$ cat src/rtl/lag_pl_fc_in.sv
// Receive side of the physical-lane credit link: per-PL flit FIFOs with registered
// heads, occupancy, one-cycle credit return per dequeue, and sticky error flags.
module lag_pl_fc_in #(
    parameter int unsigned num_pls      = 4,
    parameter int unsigned buf_depth    = 4,
    parameter int unsigned flit_width   = 32,
    parameter int unsigned counter_bits = $clog2(buf_depth + 1),
    parameter int unsigned ptr_bits     = (buf_depth > 1) ? $clog2(buf_depth) : 1
) (
    input  logic                                    clk,
    input  logic                                    rst,
    input  logic [flit_width-1:0]                   flit_in,
    input  logic [num_pls-1:0]                      flit_in_valid,
    input  logic [num_pls-1:0]                      pl_deq,
    output logic [num_pls-1:0][flit_width-1:0]      pl_head_data,
    output logic [num_pls-1:0]                      pl_head_valid,
    output logic [num_pls-1:0][counter_bits-1:0]    pl_occupancy,
    output logic [num_pls-1:0]                      credits_out,
    output logic                                    overflow_err,
    output logic                                    underflow_err,
    output logic                                    proto_err
);

    logic [flit_width-1:0]                mem_q [num_pls][buf_depth];
    logic [num_pls-1:0][ptr_bits-1:0]     wr_q, wr_d, rd_q, rd_d;
    logic [num_pls-1:0][counter_bits-1:0] occ_q, occ_d;
    logic [num_pls-1:0][flit_width-1:0]   head_q, head_d;
    logic [num_pls-1:0]                   valid_q, valid_d;
    logic [num_pls-1:0]                   credit_q, credit_d;
    logic                                 ovf_q, ovf_d, udf_q, udf_d, proto_q, proto_d;
    logic [num_pls-1:0]                   full_c, empty_c, enq_c, deq_c;
    logic                                 multi_c;

    // Modulo-buf_depth pointer increment; depth need not be a power of two.
    function automatic logic [ptr_bits-1:0] ptr_inc(input logic [ptr_bits-1:0] p);
        return (p == ptr_bits'(buf_depth - 1)) ? '0 : p + ptr_bits'(1);
    endfunction

    assign multi_c = (flit_in_valid & (flit_in_valid - num_pls'(1))) != '0;

    always_comb begin
        wr_d     = wr_q;
        rd_d     = rd_q;
        occ_d    = occ_q;
        head_d   = '0;
        valid_d  = '0;
        credit_d = '0;
        ovf_d    = ovf_q;
        udf_d    = udf_q;
        proto_d  = proto_q | multi_c;
        full_c   = '0;
        empty_c  = '0;
        enq_c    = '0;
        deq_c    = '0;
        for (int i = 0; i < int'(num_pls); i++) begin
            full_c[i]  = (occ_q[i] == counter_bits'(buf_depth));
            empty_c[i] = (occ_q[i] == '0);
            enq_c[i]   = flit_in_valid[i] & ~multi_c & ~full_c[i];
            deq_c[i]   = pl_deq[i] & ~empty_c[i];
            ovf_d      = ovf_d | (flit_in_valid[i] & ~multi_c & full_c[i]);
            udf_d      = udf_d | (pl_deq[i] & empty_c[i]);
            if (enq_c[i]) wr_d[i] = ptr_inc(wr_q[i]);
            if (deq_c[i]) rd_d[i] = ptr_inc(rd_q[i]);
            if (enq_c[i] && !deq_c[i]) occ_d[i] = occ_q[i] + counter_bits'(1);
            if (deq_c[i] && !enq_c[i]) occ_d[i] = occ_q[i] - counter_bits'(1);
            credit_d[i] = deq_c[i];
            valid_d[i]  = (occ_d[i] != '0);
            // The new head is the flit being written only when it lands at the next read slot.
            if (valid_d[i]) begin
                head_d[i] = (enq_c[i] && (wr_q[i] == rd_d[i])) ? flit_in : mem_q[i][rd_d[i]];
            end
        end
    end

    always_ff @(posedge clk) begin
        if (rst) begin
            wr_q     <= '0;
            rd_q     <= '0;
            occ_q    <= '0;
            head_q   <= '0;
            valid_q  <= '0;
            credit_q <= '0;
            ovf_q    <= 1'b0;
            udf_q    <= 1'b0;
            proto_q  <= 1'b0;
        end else begin
            wr_q     <= wr_d;
            rd_q     <= rd_d;
            occ_q    <= occ_d;
            head_q   <= head_d;
            valid_q  <= valid_d;
            credit_q <= credit_d;
            ovf_q    <= ovf_d;
            udf_q    <= udf_d;
            proto_q  <= proto_d;
        end
    end

    // Flit storage carries no reset; occupancy alone decides what is live.
    always_ff @(posedge clk) begin
        for (int i = 0; i < int'(num_pls); i++) begin
            if (enq_c[i]) mem_q[i][wr_q[i]] <= flit_in;
        end
    end

    assign pl_head_data  = head_q;
    assign pl_head_valid = valid_q;
    assign pl_occupancy  = occ_q;
    assign credits_out   = credit_q;
    assign overflow_err  = ovf_q;
    assign underflow_err = udf_q;
    assign proto_err     = proto_q;

endmodule

$ cat config.mk
export PLATFORM = sky130hd
export DESIGN_NAME = lag_pl_fc_in
export DESIGN_NICKNAME = d
export VERILOG_FILES = /design/src/rtl/lag_pl_fc_in.sv
export SDC_FILE = /design/constraint.sdc
export NUM_CORES = 1
export LEC_CHECK = 0
export ABC_AREA = 1
export CORE_ASPECT_RATIO = 0.9
export CORE_MARGIN = 2
export CORE_UTILIZATION = 30
export CTS_CLUSTER_DIAMETER = 50
export CTS_CLUSTER_SIZE = 24
export DETAILED_ROUTE_END_ITERATION = 8
export REMOVE_ABC_BUFFERS = 1
export SYNTH_ARGS = -nofsm -noshare
export SYNTH_HDL_FRONTEND = slang
export SYNTH_SLANG_ARGS = --single-unit
export TNS_END_PERCENT = 1
$ cat constraint.sdc
create_clock -name clk -period 4.61 [get_ports clk]
set_input_delay 0.922 -clock clk [delete_from_list [all_inputs] [get_ports clk]]
set_output_delay 0.922 -clock clk [all_outputs]
set_load 0.02 [all_outputs]
# == After elaboration in Yosys (flattened, before gate mapping) ==
# Memories as Yosys holds them, arrays and structs flattened.
# Index checks and enable logic that the tools add are counted.
# totals
register_bits,167
ramBits,512
in_bits,42
output_inout_bits,151
word_cells,219
memories,1
# classes
add_sub_neg,17
magnitude_cmp,12
n_eq_ne,16
mux,61
bitwise_logic,51
n_reduce_logical,40
# memory_table
memory,depth,width,rd,rd_ports_with_merged_regs,wr,line,text
mem_q,4,128,4,0,1,24,logic [flit_width-1:0] mem_q [num_pls][buf_depth];
# op_table
cell,count
two-way mux 128 bit,10
two-way mux 32 bit,16
OR reduction 128 bit,3
binary-select mux 32 bit (select 2 bit),4
demux 32 bit (select 2 bit),4
two-way mux 2 bit,15
">= comparator 3 bit, second input constant",8
two-way mux 3 bit,8
inverter 2 -> 3 bit,8
AND 1 bit,20
"adder 2 x 1 -> 2 bit, second input constant",8
"== test 2 bit, second input constant",8
logical AND 1 bit,16
inverter 1 bit,13
"adder 3 x 1 -> 3 bit, second input constant",4
"== test 3 bit, second input constant",4
logical NOT 3 bit,4
"< comparator 3 x 1 -> 1 bit, second input constant",4
nonzero test 3 bit,4
"subtractor 3 x 1 -> 3 bit, second input constant",4
bitwise OR 1 bit,9
== test 2 bit,4
logical NOT 1 bit,8
OR reduction 2 bit,4
other kinds (4),7

# == Logic depth before layout (Yosys ltp) ==
# depth
ltp_word,12
ltp_mapped,16
depth_no_buf,15

# == Worst setup path after synthesis ==
# No wires, ideal clock.
# synth_path
kind,input to register
start,in flit_in_valid[2]
end,"mem mem_q[1][0] (netlist bit), enable pin"
setup_ns,0.421
t_arrival_ns,2.812
t_required_ns,4.189
setup_slack_ns,1.377
path_stages,5
n_path_buf,0
path_cell_list,inv_2 > nand4_1 > nor2_2 > inv_1 > nor2_1
# synth_between
elab_chain_len,12
word_cells_on_any_way,29
classes_between,add/sub (1); mux (14); bitwise (10); reduce/logical (4)
# synth_rtl
item,line,text
"start, declared",13,"input logic [num_pls-1:0] flit_in_valid,"
subtractor 4 x 1 -> 4 bit,39,assign multi_c = (flit_in_valid & (flit_in_valid - num_pls'(1))) != '0;
AND 4 bit,39,
nonzero test 4 bit,39,
inverter 1 bit,58,enq_c[i] = flit_in_valid[i] & ~multi_c & ~full_c[i];
AND 1 bit (2 in series),58,
two-way mux 1 bit,102,if (enq_c[i]) mem_q[i][wr_q[i]] <= flit_in;
two-way mux 128 bit (not written as such),102,
OR reduction 128 bit (no source line),--,
two-way mux 2 bit (no source line) or two-way mux 128 bit (tied branches) (3 in series),--,
"end, declared",24,
# Parallel ways exist; a longest one is shown, timed or not.

# == Worst setup path in the final report ==
# layout_path
start,in pl_deq[3]
end,"reg head_q, in the netlist pl_head_data[98]"
# layout_between
elab_chain_len,8
word_cells_on_any_way,17
classes_between,eq/ne (1); mux (7); bitwise (3); reduce/logical (6)
# layout_rtl
item,line,text
"start, declared",14,"input logic [num_pls-1:0] pl_deq,"
AND 1 bit *,59,deq_c[i] = pl_deq[i] & ~empty_c[i];
"parallel branches: the longest is 7 deep, another holds binary-select mux 32 bit (select 2 bit)",--,
"end signal, assigned",80,head_q <= '0;
"end signal, assigned",90,head_q <= head_d;
"end, declared",27,"logic [num_pls-1:0][flit_width-1:0] head_q, head_d;"
# Every way passes the cells marked *. The select of a mux whose other input is x is not followed.
# A chain may end at the register's enable or synchronous reset.

==> flow_summary_export.csv <==
group,metric,value,unit
sta,setup_tns,0,ns
cts,clk_pin_slew,0.06,ns
sta,tightestPinTransition,1.22,ns
sta,skew,0.0387,ns
sta,fmax,326,MHz
final_layout,final_cell_mix,"nand2_1, inv_1, edfxtp_1",
global_route,grt_pass1_vias,19900,
sta,final_hold_viol_count,0,
power_and_ir_drop,switching_power,0.00940,W
die,dieArea,0.101,mm^2
critical_path,arrival,3.57,ns
place,gp_congestion,0.764,
die,die_w,335,um
logic_synthesis,ys_types,36,
routing,ant_nets,0,
routing,drcViolationCount,0,
global_route,antenna_found_initial,6,
logic_synthesis,syn_inst,3082,
place,io_buffers,192,
logic_synthesis,synth-seq-cells,679,
place,place_hpwl,48700,um
routing,drtIter0Drc,1644,
cts,cts_hold_buf,0,
power_and_ir_drop,p_clk_frac,0.294,
logic_synthesis,avgSynthCellArea,9.62,um^2
final_layout,layout-drive-gt1-share,0.0981,
sta,period_needed,3.06,ns
global_route,grt_pass1_wl,124000,um
final_layout,final_core_util,0.367,
logic_synthesis,yosysTopAreaCellShare,0.519,
die,initial_utilization,0.302,
global_route,grt_max_degree,53,
die,die_h,302,um
routing,dr.pass1.iters,6,
sta,rsz0062_at_grt,"false",
power_and_ir_drop,power.internal,0.0137,W
cts,cts_buffer_depth,3,
critical_path,cp_max_fo,34,
power_and_ir_drop,pwr-share-seq,0.320,
sta,relSlewSlack,0.183,
routing,routedWlPerCell,18.0,um
sta,fin_crit_sh,0.665,
cts,cts_setup_buffers,0,
critical_path,end_kind,"flip-flop",
global_route,gr-total-overflow,0,
routing,drt_wl_total,83500,um
logic_synthesis,syn_area,0.0296,mm^2
die,rows,109,
critical_path,required,5.11,ns
routing,viasPerCell,4.48,
final_layout,final_common_cell,"nand2_1",
cts,h-tree-depth,3,
cts,cts_resized,0,
power_and_ir_drop,power_density,641,mW/mm^2
logic_synthesis,yosysSeqAreaShare,0.631,
power_and_ir_drop,vdd_ir_drop_max,0.359,mV
cts,cts_buffers,81,
logic_synthesis,ys_top_cells_by_area,"edfxtp_1, dfxtp_1, nand2_1, inv_1, nand3_1",
cts,clock-sinks,679,
cts,cts_tree,"built",
critical_path,crit_type,"primary input to flip-flop",
cts,cts_root_buf,"clkbuf_16",
power_and_ir_drop,combPwrFrac,0.385,
die,io_pins,193,
cts,clock_latency,0.65,ns
logic_synthesis,yosys_warnings,0,
job,max_cap_violations,0,
hold_path,hp-class,"flip-flop to flip-flop",
power_and_ir_drop,swShare,0.407,
routing,dr_total_vias,20800,
run_status,outcome,"complete, no violations",
final_layout,area_growth,21.4,%
global_route,gr-usage-all-layers,0.164,
sta,setup_viol,0,
critical_path,startpoint_type,"primary input",
critical_path,rrSetupSlack,1.57,ns
logic_synthesis,yosysTopAreaCell,"edfxtp_1",
sta,maxSlewViolCount,0,
power_and_ir_drop,p_leak,15.8,nW
die,core,0.0981,mm^2
final_layout,fin_nets,3370,
[state kept, by name, indices dropped and copies added (netlist names), 4 cells and up]
name and flops:
credits_out 4, mem_q 512, pl_head_data 128, pl_head_valid 4, pl_occupancy 12, rd_q 8
wr_q 8
[power by group through the flow]
stage          registers [W]  clock network, W  logic (W)
6_report             0.00739           0.00680    0.00889
4_1_cts              0.00741           0.00694    0.00903
5_1_grt              0.00744           0.00719     0.0100
3_5_place_dp         0.00753                 0    0.00899
3_3_place_gp         0.00755                 0    0.00895
2_1_floorplan        0.00794                 0    0.00504
[cell families after synthesis]
family          Yosys count  synth area share
compound gates           36           0.00730
xor+xnor                  7           0.00422
fa+ha+maj                32            0.0135
buf+inv                 736             0.100
flops                   679             0.631
simple gates           1592             0.243
[metal layers]
layer | vias up | track usage | routed length, um
li1 | 10200 | - | -
met3 | 127 | 0.0310 | 5590
met4 | 6 | 0.0510 | 2370
met1 | 9795 | 0.222 | 37500
met5 | - | 0 | 37
met2 | 656 | 0.265 | 38000
[worst paths after layout]
path | start | to | cells after the start
worst max register to register | pl_occupancy[9]$_SDFF_PP0_ | pl_head_data[98]$_SDFF_PP0_ | 15
worst min-delay path | proto_err$_SDFF_PP0_ | proto_err$_SDFF_PP0_ | 2
worst max-delay path | pl_deq[3] | pl_head_data[98]$_SDFF_PP0_ | 13
worst min register to register | proto_err$_SDFF_PP0_ | proto_err$_SDFF_PP0_ | 2
[cell usage after synthesis]
library cell and count:
a211oi_1 4, a21oi_1 19, a221oi_1 1, a31oi_1 1
buf_1 3, buf_2 66, buf_4 17, buf_6 7
clkbuf_1 46, clkbuf_4 1, dfxtp_1 167, edfxtp_1 512
ha_1 32, inv_1 573, inv_2 22, inv_4 1
nand2_1 826, nand2_2 22, nand2_4 13, nand3_1 408
nand3b_1 129, nand4_1 2, nand4_2 3, nor2_1 172
nor2_2 10, nor2_4 4, nor3_1 1, o21ai_0 4
o21ai_1 1, o21bai_1 3, o21bai_2 2, o22ai_1 1
or2_2 2, xor2_1 3, xor2_2 1, xor2_4 3
[stage by stage]
stage                     hold WS, ns  instances  setup slack (ns)  power, W  cell area, um^2
after floorplan                 0.520       2942             0.817    0.0130            28900
after global placement          0.440       4489             0.894    0.0165            33100
after global routing            0.470       4641              1.31    0.0246            36000
final                           0.456       4643              1.55    0.0231            36000
after CTS                       0.457       4641              1.52    0.0234            36000
after detailed placement        0.449       4489             0.859    0.0165            33100
[cell type report]
type	instances	area, um^2
Timing Repair Buffer	271	2510
Multi-Input combinational cell	1667	8000
Clock buffer	85	2100
Tap cell	1276	1600
Clock inverter	67	798
Inverter	596	2240
Antenna cell	2	5.00
Fill cell	9613	62100
Sequential cell	679	18700
[critical path, cell delays in order]
cell and delay [ns]:
clkdlybuf4s50_1 0.46, nand2_4 0.15, inv_4 0.06, nand2_4 0.36, nand2_4 0.39, inv_2 0.69, nand2_1 0.13, nand3_1 0.10
nand2_1 0.05, nand2_1 0.05, nand2_1 0.06, inv_1 0.05, nor2_1 0.04
Note: power is estimated with default switching activity, not from simulation.
